==> src/rtl/store_monitor.sv <==
// store_monitor
// End-of-test checker on the data-memory write port of the RISC-V core.
// Every store is classified as the pass signature, an allowed scratch store
// or an illegal store, and a watchdog catches programs that never store the
// signature. Verdict flags are sticky until reset; diagnostics record the
// first illegal store and how long the program ran.
module store_monitor #(
   parameter int unsigned      WIDTH       = 32,
   parameter logic [WIDTH-1:0] PASS_ADDR   = WIDTH'(100),
   parameter logic [WIDTH-1:0] PASS_DATA   = WIDTH'(25),
   parameter logic [WIDTH-1:0] SCRATCH_LO  = WIDTH'(96),
   parameter logic [WIDTH-1:0] SCRATCH_HI  = WIDTH'(96),
   parameter bit               ALIGN_CHECK = 1'b1,
   parameter int unsigned      TIMEOUT     = 1000,
   parameter int unsigned      CNT_W       = 16
) (
   input  logic             clk,
   input  logic             reset,
   input  logic             MemWrite,
   input  logic [WIDTH-1:0] DataAddr,
   input  logic [WIDTH-1:0] WriteData,
   output logic             done,
   output logic             pass,
   output logic             fail,
   output logic             timeout,
   output logic [CNT_W-1:0] store_count,
   output logic [CNT_W-1:0] cycle_count,
   output logic [WIDTH-1:0] fail_addr,
   output logic [WIDTH-1:0] fail_data
);

   typedef enum logic [1:0] {
      RUN  = 2'd0,
      PASS = 2'd1,
      FAIL = 2'd2,
      TMO  = 2'd3
   } state_t;

   // A watchdog limit above what the saturating counter can reach would
   // otherwise alias onto a smaller count after truncation, so it is treated
   // as never expiring.
   localparam longint unsigned CNT_MAX   = (64'd1 << CNT_W) - 64'd1;
   localparam bit              WD_ENABLE = (TIMEOUT != 0) && (longint'(TIMEOUT) <= CNT_MAX);
   localparam logic [CNT_W-1:0] WD_LIMIT = CNT_W'(TIMEOUT);

   state_t           state;
   state_t           next_state;
   logic [CNT_W-1:0] cycle_inc;
   logic [CNT_W-1:0] store_inc;
   logic             misaligned;
   logic             in_scratch;

   // Saturating counter increments, store classification and watchdog
   // expiry; a store verdict on the edge the watchdog expires takes priority.
   always_comb begin
      cycle_inc  = (cycle_count == '1) ? cycle_count : cycle_count + 1'b1;
      store_inc  = (store_count == '1) ? store_count : store_count + 1'b1;
      misaligned = ALIGN_CHECK && (DataAddr[1:0] != 2'b00);
      in_scratch = (DataAddr >= SCRATCH_LO) && (DataAddr <= SCRATCH_HI);
      next_state = RUN;
      if (MemWrite) begin
         if (misaligned)
            next_state = FAIL;
         else if (DataAddr == PASS_ADDR)
            next_state = (WriteData == PASS_DATA) ? PASS : FAIL;
         else if (in_scratch)
            next_state = RUN;
         else
            next_state = FAIL;
      end
      if (next_state == RUN && WD_ENABLE && cycle_inc == WD_LIMIT)
         next_state = TMO;
   end

   // Verdict state machine with registered flags and diagnostics; terminal
   // states hold everything frozen until reset restarts checking.
   always_ff @(posedge clk or posedge reset) begin
      if (reset) begin
         state       <= RUN;
         done        <= 1'b0;
         pass        <= 1'b0;
         fail        <= 1'b0;
         timeout     <= 1'b0;
         store_count <= '0;
         cycle_count <= '0;
         fail_addr   <= '0;
         fail_data   <= '0;
      end else begin
         case (state)
            RUN: begin
               cycle_count <= cycle_inc;
               if (MemWrite)
                  store_count <= store_inc;
               state   <= next_state;
               done    <= (next_state != RUN);
               pass    <= (next_state == PASS);
               fail    <= (next_state == FAIL);
               timeout <= (next_state == TMO);
               if (next_state == FAIL) begin
                  fail_addr <= DataAddr;
                  fail_data <= WriteData;
               end
            end
            default: begin
               state <= state;
            end
         endcase
      end
   end

`ifndef SYNTHESIS
   // An unknown write strobe means the core under test is broken; flag it in
   // simulation rather than silently classifying garbage.
   always @(posedge clk) begin
      if (!reset)
         assert (!$isunknown(MemWrite))
         else $error("store_monitor: MemWrite is X/Z at time %0t", $time);
   end
`endif

endmodule

==> config.mk <==
export PLATFORM = sky130hd
export DESIGN_NAME = store_monitor
export DESIGN_NICKNAME = d
export VERILOG_FILES = /design/src/rtl/store_monitor.sv
export SDC_FILE = /design/constraint.sdc
export NUM_CORES = 1
export LEC_CHECK = 0
export CORE_MARGIN = 4
export CORE_UTILIZATION = 41
export CTS_CLUSTER_SIZE = 24
export DETAILED_ROUTE_END_ITERATION = 10
export GPL_TIMING_DRIVEN = 0
export HOLD_SLACK_MARGIN = 0.08
export PLACE_DENSITY = 0.8
export SYNTH_ARGS = -nofsm -noshare
export SYNTH_HDL_FRONTEND = slang
export SYNTH_SLANG_ARGS = --single-unit
export TNS_END_PERCENT = 10
==> constraint.sdc <==
create_clock -name clk -period 3.28 [get_ports clk]
set_input_delay 0.656 -clock clk [delete_from_list [all_inputs] [get_ports clk]]
set_output_delay 0.656 -clock clk [all_outputs]
set_load 0.02 [all_outputs]
After elaboration in Yosys (flattened, before gate mapping)
Cells that the tools add are included.
{ "totals": {"reg_bits": 102, "output_inout_bits": 100, "wordCells": 37, "inputBits": 67} }
{ "classes": {"bitwise_logic": 1, "addsub": 2, "muxes": 7, "n_eq_ne": 8, "magnitude_cmp": 2, "n_reduce_logical": 8} }
{ "op_table": {"columns": ["operator", "n"], "rows": [
  ["adder 16 x 1 -> 16 bit, second input constant", 2],
  ["equality test 16 bit, second input constant", 2],
  ["equality test 32 x 5 -> 1 bit, second input constant", 1],
  ["equality test 32 x 7 -> 1 bit, second input constant", 1],
  [">= comparator 32 x 7 -> 1 bit, second input constant", 1],
  ["<= comparator 32 x 7 -> 1 bit, second input constant", 1],
  ["equality test 16 x 10 -> 1 bit, second input constant", 1],
  ["2-to-1 mux 16 bit", 1],
  ["2-to-1 mux 2 bit", 6],
  ["equality test 2 bit, second input constant", 2],
  ["zero test 2 bit", 2],
  ["nonzero test 2 bit", 2],
  ["AND reduction 3 bit", 1],
  ["equality test 2 x 1 -> 1 bit, second input constant", 1],
  ["logical AND 1 bit", 2],
  ["AND reduction 2 bit", 1],
  ["NOT 1 bit", 1]
]} }

Longest topological paths before layout
Gate-level depths: netlist of run 1.
{ "logic_depth": {"word_depth": 11, "mapped_depth": 8, "ltp_nobuf": 7} }

Least setup slack after synthesis of run 1
No wires, ideal clock.
{ "synth_timing": {"path_kind": "reg2reg", "from": "register cycle_count[1]", "to": "register state[0]", "setup_time_ns": 0.082, "required_ns": 3.198, "path_stages_with_launch": 9, "arrival_ns": 2.184, "path_buffers": 1, "setup_slack_ns": 1.014, "synth_period_minus_slack_ns": 2.266, "path_cell_list": "dfrtp_1 > ha_1 > clkbuf_2 > nand3_1 > nor4_1 > xor2_1 > nor4_1 > o2111ai_1 > a31oi_1"} }
{ "synth_via": {"elab_chain_len": 5, "word_cells_on_any_way": 6, "classes_between": "1 x add/sub; 2 x eq/ne; 2 x mux; 1 x reduce/logical"} }
{ "synth_rtl": {"columns": ["element", "line_no", "rtl"], "rows": [
  ["start: declaration", "27", "output logic [CNT_W-1:0] cycle_count,"],
  ["start signal: assignment", "91", "cycle_count <= cycle_inc;"],
  ["adder 16 x 1 -> 16 bit / equality test 16 bit (equally long branches)", "56", "cycle_inc = (cycle_count == '1) ? cycle_count : cycle_count + 1'b1;"],
  ["2-to-1 mux 16 bit (*)", "56", null],
  ["equality test 16 x 10 -> 1 bit (*)", "71", "if (next_state == RUN && WD_ENABLE && cycle_inc == WD_LIMIT)"],
  ["logical AND 1 bit (*)", "71", null],
  ["2-to-1 mux 2 bit (*)", "71", null],
  ["end signal: assignment", "94", "state <= next_state;"],
  ["end signal: assignment", "105", "state <= state;"],
  ["end: declaration", "46", "state_t state;"]
]} }
Every way passes the cells marked *; elsewhere a longest branch is shown, timed or not.
A chain may end at the register's enable or synchronous reset.

Final worst setup path of run 1
{ "layout_timing": {"from": "input DataAddr[2]", "to": "register fail_data[11]"} }
{ "layout_via": {"elab_chain_len": 11, "word_cells_on_any_way": 13, "classes_between": "2 x order compare; 2 x eq/ne; 5 x mux; 4 x reduce/logical"} }
{ "layout_rtl": {"columns": ["element", "line_no", "rtl"], "rows": [
  ["start: declaration", "20", "input logic [WIDTH-1:0] DataAddr,"],
  [">= comparator 32 x 7 -> 1 bit / <= comparator 32 x 7 -> 1 bit (equally long branches)", "59", "in_scratch = (DataAddr >= SCRATCH_LO) && (DataAddr <= SCRATCH_HI);"],
  ["logical AND 1 bit", "59", null],
  ["2-to-1 mux 2 bit", "66", "else if (in_scratch)"],
  ["2-to-1 mux 2 bit (*)", "64", "else if (DataAddr == PASS_ADDR)"],
  ["2-to-1 mux 2 bit (*)", "62", "if (misaligned)"],
  ["2-to-1 mux 2 bit (*)", "61", "if (MemWrite) begin"],
  ["zero test 2 bit", "71", null],
  ["logical AND 1 bit", "71", null],
  ["2-to-1 mux 2 bit (*)", "71", null],
  ["equality test 2 bit (*)", "99", "if (next_state == FAIL) begin"],
  ["AND reduction 2 bit (no line) (*)", null, null],
  ["end signal: assignment", "101", "fail_data <= WriteData;"],
  ["end: declaration", "29", "output logic [WIDTH-1:0] fail_data"]
]} }
Marks and branches as above.

==> results of run 1 <==
==> power by group <==
group | internal, mW | switching (mW) | leakage [nW]
Sequential | 1.26 | 0.000508 | 1.40
Combinational | 0.0813 | 0.0554 | 1.47
Clock | 0.695 | 0.474 | 0.163
Total | 2.03 | 0.530 | 3.04
==> stage by stage <==
stage / power [mW] / util, % / instance area, um2
2_1_floorplan: 1.310 / - / 4701
3_3_place_gp: 1.411 / 59.27 / 6538
3_5_place_dp: 1.420 / 59.63 / 6578
4_1_cts: 2.593 / 62.66 / 6912
5_1_grt: 2.655 / 62.66 / 6912
6_report: 2.564 / 62.66 / 6912
==> sequential cells by signal, summed over array words and instances, names as in the netlist, 2 cells and up <==
register and flops:
fail_data 32, cycle_count 16, store_count 16, state 2, fail_addr 32
==> placed cells by master (no fill, tap or decap), drive strengths merged, types with 2 or more instances in the layout <==
| cell type | n |
|---|---|
| and3 | 3 |
| clkinv | 4 |
| ha | 2 |
| inv | 4 |
| nand3 | 19 |
| o21ai | 5 |
| and4 | 3 |
| xor2 | 10 |
| a31oi | 4 |
| a21oi | 5 |
| a21o | 2 |
| nor4b | 4 |
| o21a | 3 |
| bufinv | 2 |
| nand2 | 24 |
| dfrtp | 102 |
| o2111ai | 2 |
| or3 | 2 |
| nand4 | 15 |
| nor4 | 18 |
| nor2b | 2 |
| o22ai | 2 |
| xnor2 | 19 |
| clkbuf | 14 |
| nor3 | 9 |
| nor2 | 17 |
| mux2 | 67 |
| buf | 14 |
| clkdlybuf4s50 | 166 |
==> final timing paths <==
path | from | cells after the start | slack, ns | endpoint
max | DataAddr[2] | 8 | 0.60 | fail_data[11]
min | fail | 1 | 0.49 | fail
max reg2reg | cycle_count[1] | 8 | 0.77 | state[0]
min reg2reg | fail | 1 | 0.49 | fail
max in group asynchronous | reset | 4 | 1.76 | store_count[2]
min in group asynchronous | reset | 2 | 0.68 | fail_addr[17]
==> metal layers <==
metal	track usage, %	vias to the layer above
li1	-	1725
met1	22.77	1844
met5	0	-
met4	7.590	0
met2	34.30	108
met3	4.474	15
==> cells in the mapped netlist, drive strengths merged (2+ instances only) <==
cell	n	area share, %
buf	12	1.9
nor3	9	0.96
mux2	67	18
and3	3	0.40
dfrtp	102	54
nor2	17	1.6
o21a	3	0.48
o2111ai	2	0.37
o21ai	5	0.61
and4	3	0.56
xor2	10	1.9
nor4	18	2.5
or3	2	0.37
ha	2	0.53
inv	5	0.40
xnor2	19	3.5
nand2	24	1.9
o22ai	2	0.27
nor4b	4	0.75
nor2b	2	0.27
nand4	15	2.0
clkbuf	4	0.35
a21o	2	0.32
a21oi	5	0.53
nand3	19	2.0
a31oi	4	0.53
==> critical path, stage by stage <==
cell and delay [ns]:
clkdlybuf4s50_1 0.54, nor4b_1 0.36, nand4_1 0.19, o31ai_1 0.32, a21oi_1 0.14, buf_4 0.21, buf_6 0.18, mux2_4 0.30
==> final cells by class <==
class	instances	area share, %
Tap cell	140	2.534
Buffer	16	1.503
Clock inverter	6	1.376
Sequential cell	102	36.93
Timing Repair Buffer	168	24.62
Multi-Input combinational cell	249	29.25
Inverter	5	0.3259
Clock buffer	10	3.458
==> cell families after synthesis <==
kind of cell    Yosys count
simple gates            123
flops                   102
xor+xnor                 29
fa+ha+maj                 2
buf+inv                  21
compound gates           28
mux                      67
==> run metrics, run 1 <==
post-synthesis sequential area ratio 54.34%; Seq cells post-synth a little over 100; MaxCap Viol Count 0; Post-Syn Nets 441; fmax 0.3736 GHz; largest family of logic cells by synthesized area multiplexers; cts hold-fix bufs 0; layout cells sized above 1 17.45%; pre-CTS setup slack 0.2546 ns; Wirelength per Cell between 15 and 20 um; final hold vios 0; Async S/R FF share, synth between 90% and 100%; Area Growth Syn to Fin 47.15%; fin crit period between 2 and 3 ns; P_leak 3.040 nW; root buffer cell clkbuf_16; multi-input logic area 0.002022 mm2; core area 0.01103 mm2; Rows 38; drt first-iter violations about 160; fill count around 900; Tightest Pin Transition 0.7527 ns; Clock Sinks 102; Setup crit end kind flip-flop; final setup vio count 0; fin crit share 81.62%; postcts setup bufs 0; first-pass GRT wire length 20000 um; drt via density about 5.3; HPWL after DPL 9795 um; mean post-synth cell area 12.63 um2; CTS clk-pin slew, worst paths 0.06 ns; post-synthesis mux area share 18.46%; Reg area approximately 0.0026 mm2; DRT Pass-1 Iters 4; # nets final 620; Post-Synth XOR/XNOR Area about 5.4%; initial antenna violation count 0; met3 wire length slightly below 800 um; Skew-Pair Late Insertion Delay about 0.35 ns; CTS-repair resized insts 0; routability cong. a little under 0.9; H-Tree Depth 3; critical path class in -> reg; RSZ-0062 raised after global routing false; final total negative setup slack 0 ns; full die area around 0.013 mm2; WP data required around 3.5 ns; Yosys Warn Count 0; worst clock skew 0.005969 ns; post-synthesis cell area ~0.0047 mm2; Die H 115.0 um; Setup crit start kind primary input; max-slew violations 0; Max Root-Sink Buffers 2; CP max FO 10; # diodes 0; highest routed layer met4; die width 115.0 um; routed wl met2 6505 um; Non-Filler Instances 696; Synth Area in Simple Gates 14.62%; Max transition margin about 49%; Hold Crit Class reg -> reg; Synth Area in Compound Gates 4.022%; largest net degree at the start of global routing 44; ys flop type dfrtp_1; Power Density 370.9 mW/mm2; Metal-1 WL 5021 um; Unique masters post-synth 48; number of CTS-inserted buffers 9; Post-route DRC 0; Starting Density roughly 43%; vias in the first global route 3878; WHS 0.4891 ns; All-Layer GR Usage 19.38%; CP arrival 2.90 ns; antenna viol nets, final 0; Post-Syn Instances 372; Adder-Cell Fraction of Synth Area 0.5328%; Placed Instances 680; Max VDD drop 0.2729 mV; Ports 167; WL final 12530 um; EDFF count, synth 0; final worst slack about 0.6 ns; PortBufs between 150 and 200; status finished, final reports clean; vias 3692; GRT overflow 0; CTS tree yes
No activity file was read; power rests on OpenSTA's default activity.
==> run 2: changes to the inputs <==
- clock period: 3.28 -> 2.3 ns (I/O delays scaled with it)
==> run metrics, run 2 (synthesis gave the netlist of run 1 again) <==
crit path from WriteData[16]; multi-input logic area 0.002150 mm2; Die H 115.0 um; P_leak 3.122 nW; routability cong. between 0.8 and 0.9; RR Startpoint cycle_count[1]; CP arrival between 2 and 2.5 ns; vias 3727; fin crit share between 90% and 100%; layout cells sized above 1 21.39%; final total negative setup slack 0 ns; first-pass GRT wire length 20230 um; final hold vios 0; commonest non-fill, non-tap cells in the layout clkdlybuf4s50_1, dfrtp_1, mux2_4, mux2_2, nand2_1; Reg area 0.002554 mm2; largest net degree at the start of global routing 44; Skew-Pair Late Insertion Delay 0.35 ns; Starting Density 42.58%; Hold Crit Class in -> async; number of CTS-inserted buffers 9; # nets final 625; HPWL after DPL 9795 um; Rows 38; Comb power frac 5.7%; Wirelength per Cell 18.44 um; drt via density 5.317; worst clock skew 0.005229 ns; # diodes 0; CP Cell Sequence clkdlybuf4s50_1, nor4_1, nand3_1, o31ai_2, a21oi_2, buf_6, buf_6, mux2_4; commonest non-fill, non-tap cell in the layout clkdlybuf4s50_1; CTS tree yes; root buffer cell clkbuf_16; max-slew violations 0; Setup crit start kind primary input; critical path class in -> reg; MaxCap Viol Count 0; CP endpoint fail_addr[30]; vias in the first global route 3902; initial antenna violation count 0; Ports 167; most frequent cell on the critical path buf_6; R2R depth 8; Max Root-Sink Buffers 2; Setup crit end kind flip-flop; pre-CTS setup slack -0.5294 ns; full die area 0.01323 mm2; Area Growth Syn to Fin 50.91%; PortBufs 166; core area around 0.011 mm2; Max VDD drop 0.4130 mV; sequential power share 48.8%; die width 115.0 um; Clk pwr share about 45%; Critical Path Max Stage Delay 0.44 ns; fill count between 800 and 900; Top Registers fail_addr (32), fail_data (32); DRT Pass-1 Iters 4; fin crit period 2.255 ns; Final Power 3.673 mW; drt first-iter violations 142; final setup vio count 0; Critical-path top delay cell clkdlybuf4s50_1; CTS clk-pin slew, worst paths 0.07 ns; fmax 0.4435 GHz; Power Density just over 500 mW/mm2; Clock Sinks around 100; H-Tree Depth 3; post-route cell area 0.007088 mm2; WL final ~13000 um; Post-route DRC 0; sw frac a little over a fifth; Tightest Pin Transition 0.6060 ns; All-Layer GR Usage between 10% and 20%; Max transition margin 59.29%; CP max FO 10; antenna viol nets, final 0; WP data required around 2.5 ns; Sw Pwr 768.4 uW; post-placement cell area approximately 0.0066 mm2; final worst slack roughly 0.045 ns; internal power component ~2.9 mW; reg2reg end cycle_count[9]; status finished, final reports clean; R2R Setup Slk 0.19 ns; GRT overflow 0
[run 2: changes by cell type in the layout (fill, tap and decap cells not counted), moves of 2 or more]
cell	change
nor4_1	-9
nor4_2	+8
buf_4	+4
clkdlybuf4s50_1	-2
dlymetal6s2s_1	+2
nor3_1	-2
nor3_2	+2
nor4b_1	-2
[run 2: worst min-delay path by stage]
stage | slack (ns) | to | cells past startpoint | start
finish | 0.48 | fail_addr[17] | 2 | reset
global route | 0.52 | fail_addr[17] | 2 | reset
CTS | 0.49 | fail_addr[17] | 2 | reset
detailed placement | 0.47 | pass | 2 | pass
global placement | 0.46 | fail | 1 | fail
floorplan | 0.49 | state[1] | 2 | state[1]
[run 2: cell type report]
class	count	share of cell area, %
flip-flops and latches	102	36.03
clock buffers	10	3.372
plain buffers	16	1.536
clock inverters	6	1.342
well taps	140	2.471
repair buffers	173	24.61
multi-input cells	249	30.33
inverters	5	0.3177
[run 2: metal layers]
layer	part of all wire (%)	track usage (%)	vias up	routed length (um)
li1	-	-	1729	-
met1	40	22.94	1862	5145
met2	52	34.95	115	6738
met3	6.0	4.526	21	778
met4	2.1	7.746	0	266
met5	0	0	-	0
[run 2: metrics by stage]
step / utilization, % / cells / hold WS [ns]
floorplan: - / 372 / 0.4939
detailed placement: 59.63 / 680 / 0.4748
global route: 64.26 / 701 / 0.5202
finish: 64.26 / 701 / 0.4832
global placement: 59.27 / 678 / 0.4611
CTS: 63.45 / 700 / 0.4936
[run 2: power groups by stage]
stage                     sequential, mW  combinational, mW  clock (mW)
after floorplan                     1.83             0.0381           0
after global placement              1.83              0.183           0
after detailed placement            1.83              0.196           0
after CTS                           1.79              0.204        1.71
after global routing                1.79              0.225        1.78
final                               1.79              0.210        1.67
[run 2: timing repair]
item	CTS	global route
resized for setup	9	18
setup buffers	4	1
hold buffers	0	0
pin swaps	3	11
endpoints found under the setup margin	42	47
[run 2: critical path, delay by kind of cell]
family | cells | cell delay [ns]
simple gates | 2 | 0.54
compound gates | 2 | 0.42
mux | 1 | 0.30
buf+inv | 3 | 0.75
==> run 3: changes to the inputs <==
- CAP_MARGIN: unset -> 20
==> run metrics, run 3 (synthesis gave the netlist of run 1 again) <==
status finished, final reports clean; sequential power share 48.8%; Rows 38; vias in the first global route 3902; R2R Setup Slk between 0.15 and 0.2 ns; fill count 843; WHS 0.4832 ns; commonest non-fill, non-tap cells in the layout clkdlybuf4s50_1, dfrtp_1, mux2_4, mux2_2, nand2_1; final total negative setup slack 0 ns; CTS tree yes; grt met1 use 22.94%; GRT met3 Usage under 10%; root buffer cell clkbuf_16; final setup vio count 0; # diodes 0; worst clock skew 0.005229 ns; Hold Crit Class in -> async; Non-Filler Instances 701; # nets final between 600 and 700; drt via density 5.317; Max transition margin 59.29%; Wirelength per Cell 18.44 um; CP max FO 10; Comb power frac approximately 5.7%; met2 global-route usage a little over a third; Max Root-Sink Buffers 2; Ports 167; number of CTS-inserted buffers 9; Setup crit start kind primary input; GRT overflow 0; final core occ 64.26%; drt first-iter violations 142; Area Growth Syn to Fin 50.91%; Max VDD drop 0.4130 mV; P_leak 3.122 nW; Top Registers fail_addr (32), fail_data (32); critical path class in -> reg; crit path from WriteData[16]; PortBufs 166; die width 115.0 um; Final Power approximately 3.7 mW; CP endpoint fail_addr[30]; antenna viol nets, final 0; R2R depth 8; CP arrival 2.48 ns; post-route cell area between 0.007 and 0.008 mm2; internal power component just under 3 mW; Skew-Pair Late Insertion Delay between 0.3 and 0.4 ns; CTS clk-pin slew, worst paths 0.07 ns; DRT Pass-1 Iters 4; initial antenna violation count 0; first-pass GRT wire length 20230 um; sw frac between 20% and 30%; pre-CTS setup slack -0.5294 ns; Placed Instances 680; Power Density slightly above 500 mW/mm2; H-Tree Depth 3; largest net degree at the start of global routing 44; fin crit period between 2 and 2.5 ns; Clock Sinks 102; All-Layer GR Usage a little under 20%; Setup crit end kind flip-flop; cts hold-fix bufs 0; Sw Pwr around 770 uW; Tightest Pin Transition 0.6060 ns; HPWL after DPL 9795 um; full die area 0.01323 mm2; routability cong. 0.8805; MaxCap Viol Count 0; Clk pwr share between 40% and 50%; Die H between 100 and 150 um; vias between 3000 and 4000; post-placement cell area 0.006578 mm2; Starting Density 42.58%; fin crit share 98.03%; final worst slack 0.04533 ns; max-slew violations 0; WL final 12930 um; Most Crowded Layer GR met2; final hold vios 0; layout cells sized above 1 21.39%; WP data required 2.53 ns; reg2reg end cycle_count[9]; fmax 0.4435 GHz; RR Startpoint cycle_count[1]; core area between 0.01 and 0.015 mm2; commonest non-fill, non-tap cell in the layout clkdlybuf4s50_1; Post-route DRC 0
==> run 3: layout make-up <==
type / count / area, um2 / area share [%]
clock buffer: 10 / 239.0 / 3.372
tap: 140 / 175.2 / 2.471
multi-input combinational: 249 / 2150 / 30.33
timing repair buffer: 173 / 1744 / 24.61
buffer: 16 / 108.9 / 1.536
inverter: 5 / 22.52 / 0.3177
clock inverter: 6 / 95.09 / 1.342
sequential: 102 / 2554 / 36.03
==> run 3: metal layers <==
| layer | part of all wire (%) | vias to the layer above |
|---|---|---|
| met5 | 0 | - |
| li1 | - | 1729 |
| met1 | 40 | 1862 |
| met4 | 2.1 | 0 |
| met3 | 6.0 | 21 |
| met2 | 52 | 115 |
==> run 3: worst min-delay path by stage <==
stage / start / endpoint / cells after the start / slack (ns)
after global routing: reset / fail_addr[17] / 2 / 0.52
final: reset / fail_addr[17] / 2 / 0.48
after floorplan: state[1] / state[1] / 2 / 0.49
after CTS: reset / fail_addr[17] / 2 / 0.49
after global placement: fail / fail / 1 / 0.46
after detailed placement: pass / pass / 2 / 0.47
==> run 3: critical path, cell delays in order <==
cell	delay (ns)
clkdlybuf4s50_1	0.44
nor4_1	0.32
nand3_1	0.22
o31ai_2	0.31
a21oi_2	0.11
buf_6	0.15
buf_6	0.16
mux2_4	0.30
==> run 3: power by group through the flow <==
stage	logic (mW)	registers, mW	clock network (mW)
CTS	0.204	1.79	1.71
detailed placement	0.196	1.83	0
global route	0.225	1.79	1.78
global placement	0.183	1.83	0
floorplan	0.0381	1.83	0
finish	0.210	1.79	1.67
==> run 3: what timing repair did <==
item,CTS,global route
resized for setup,9,18
buffers inserted,4,1
setup endpoints to repair,42,47
pin swaps,3,11
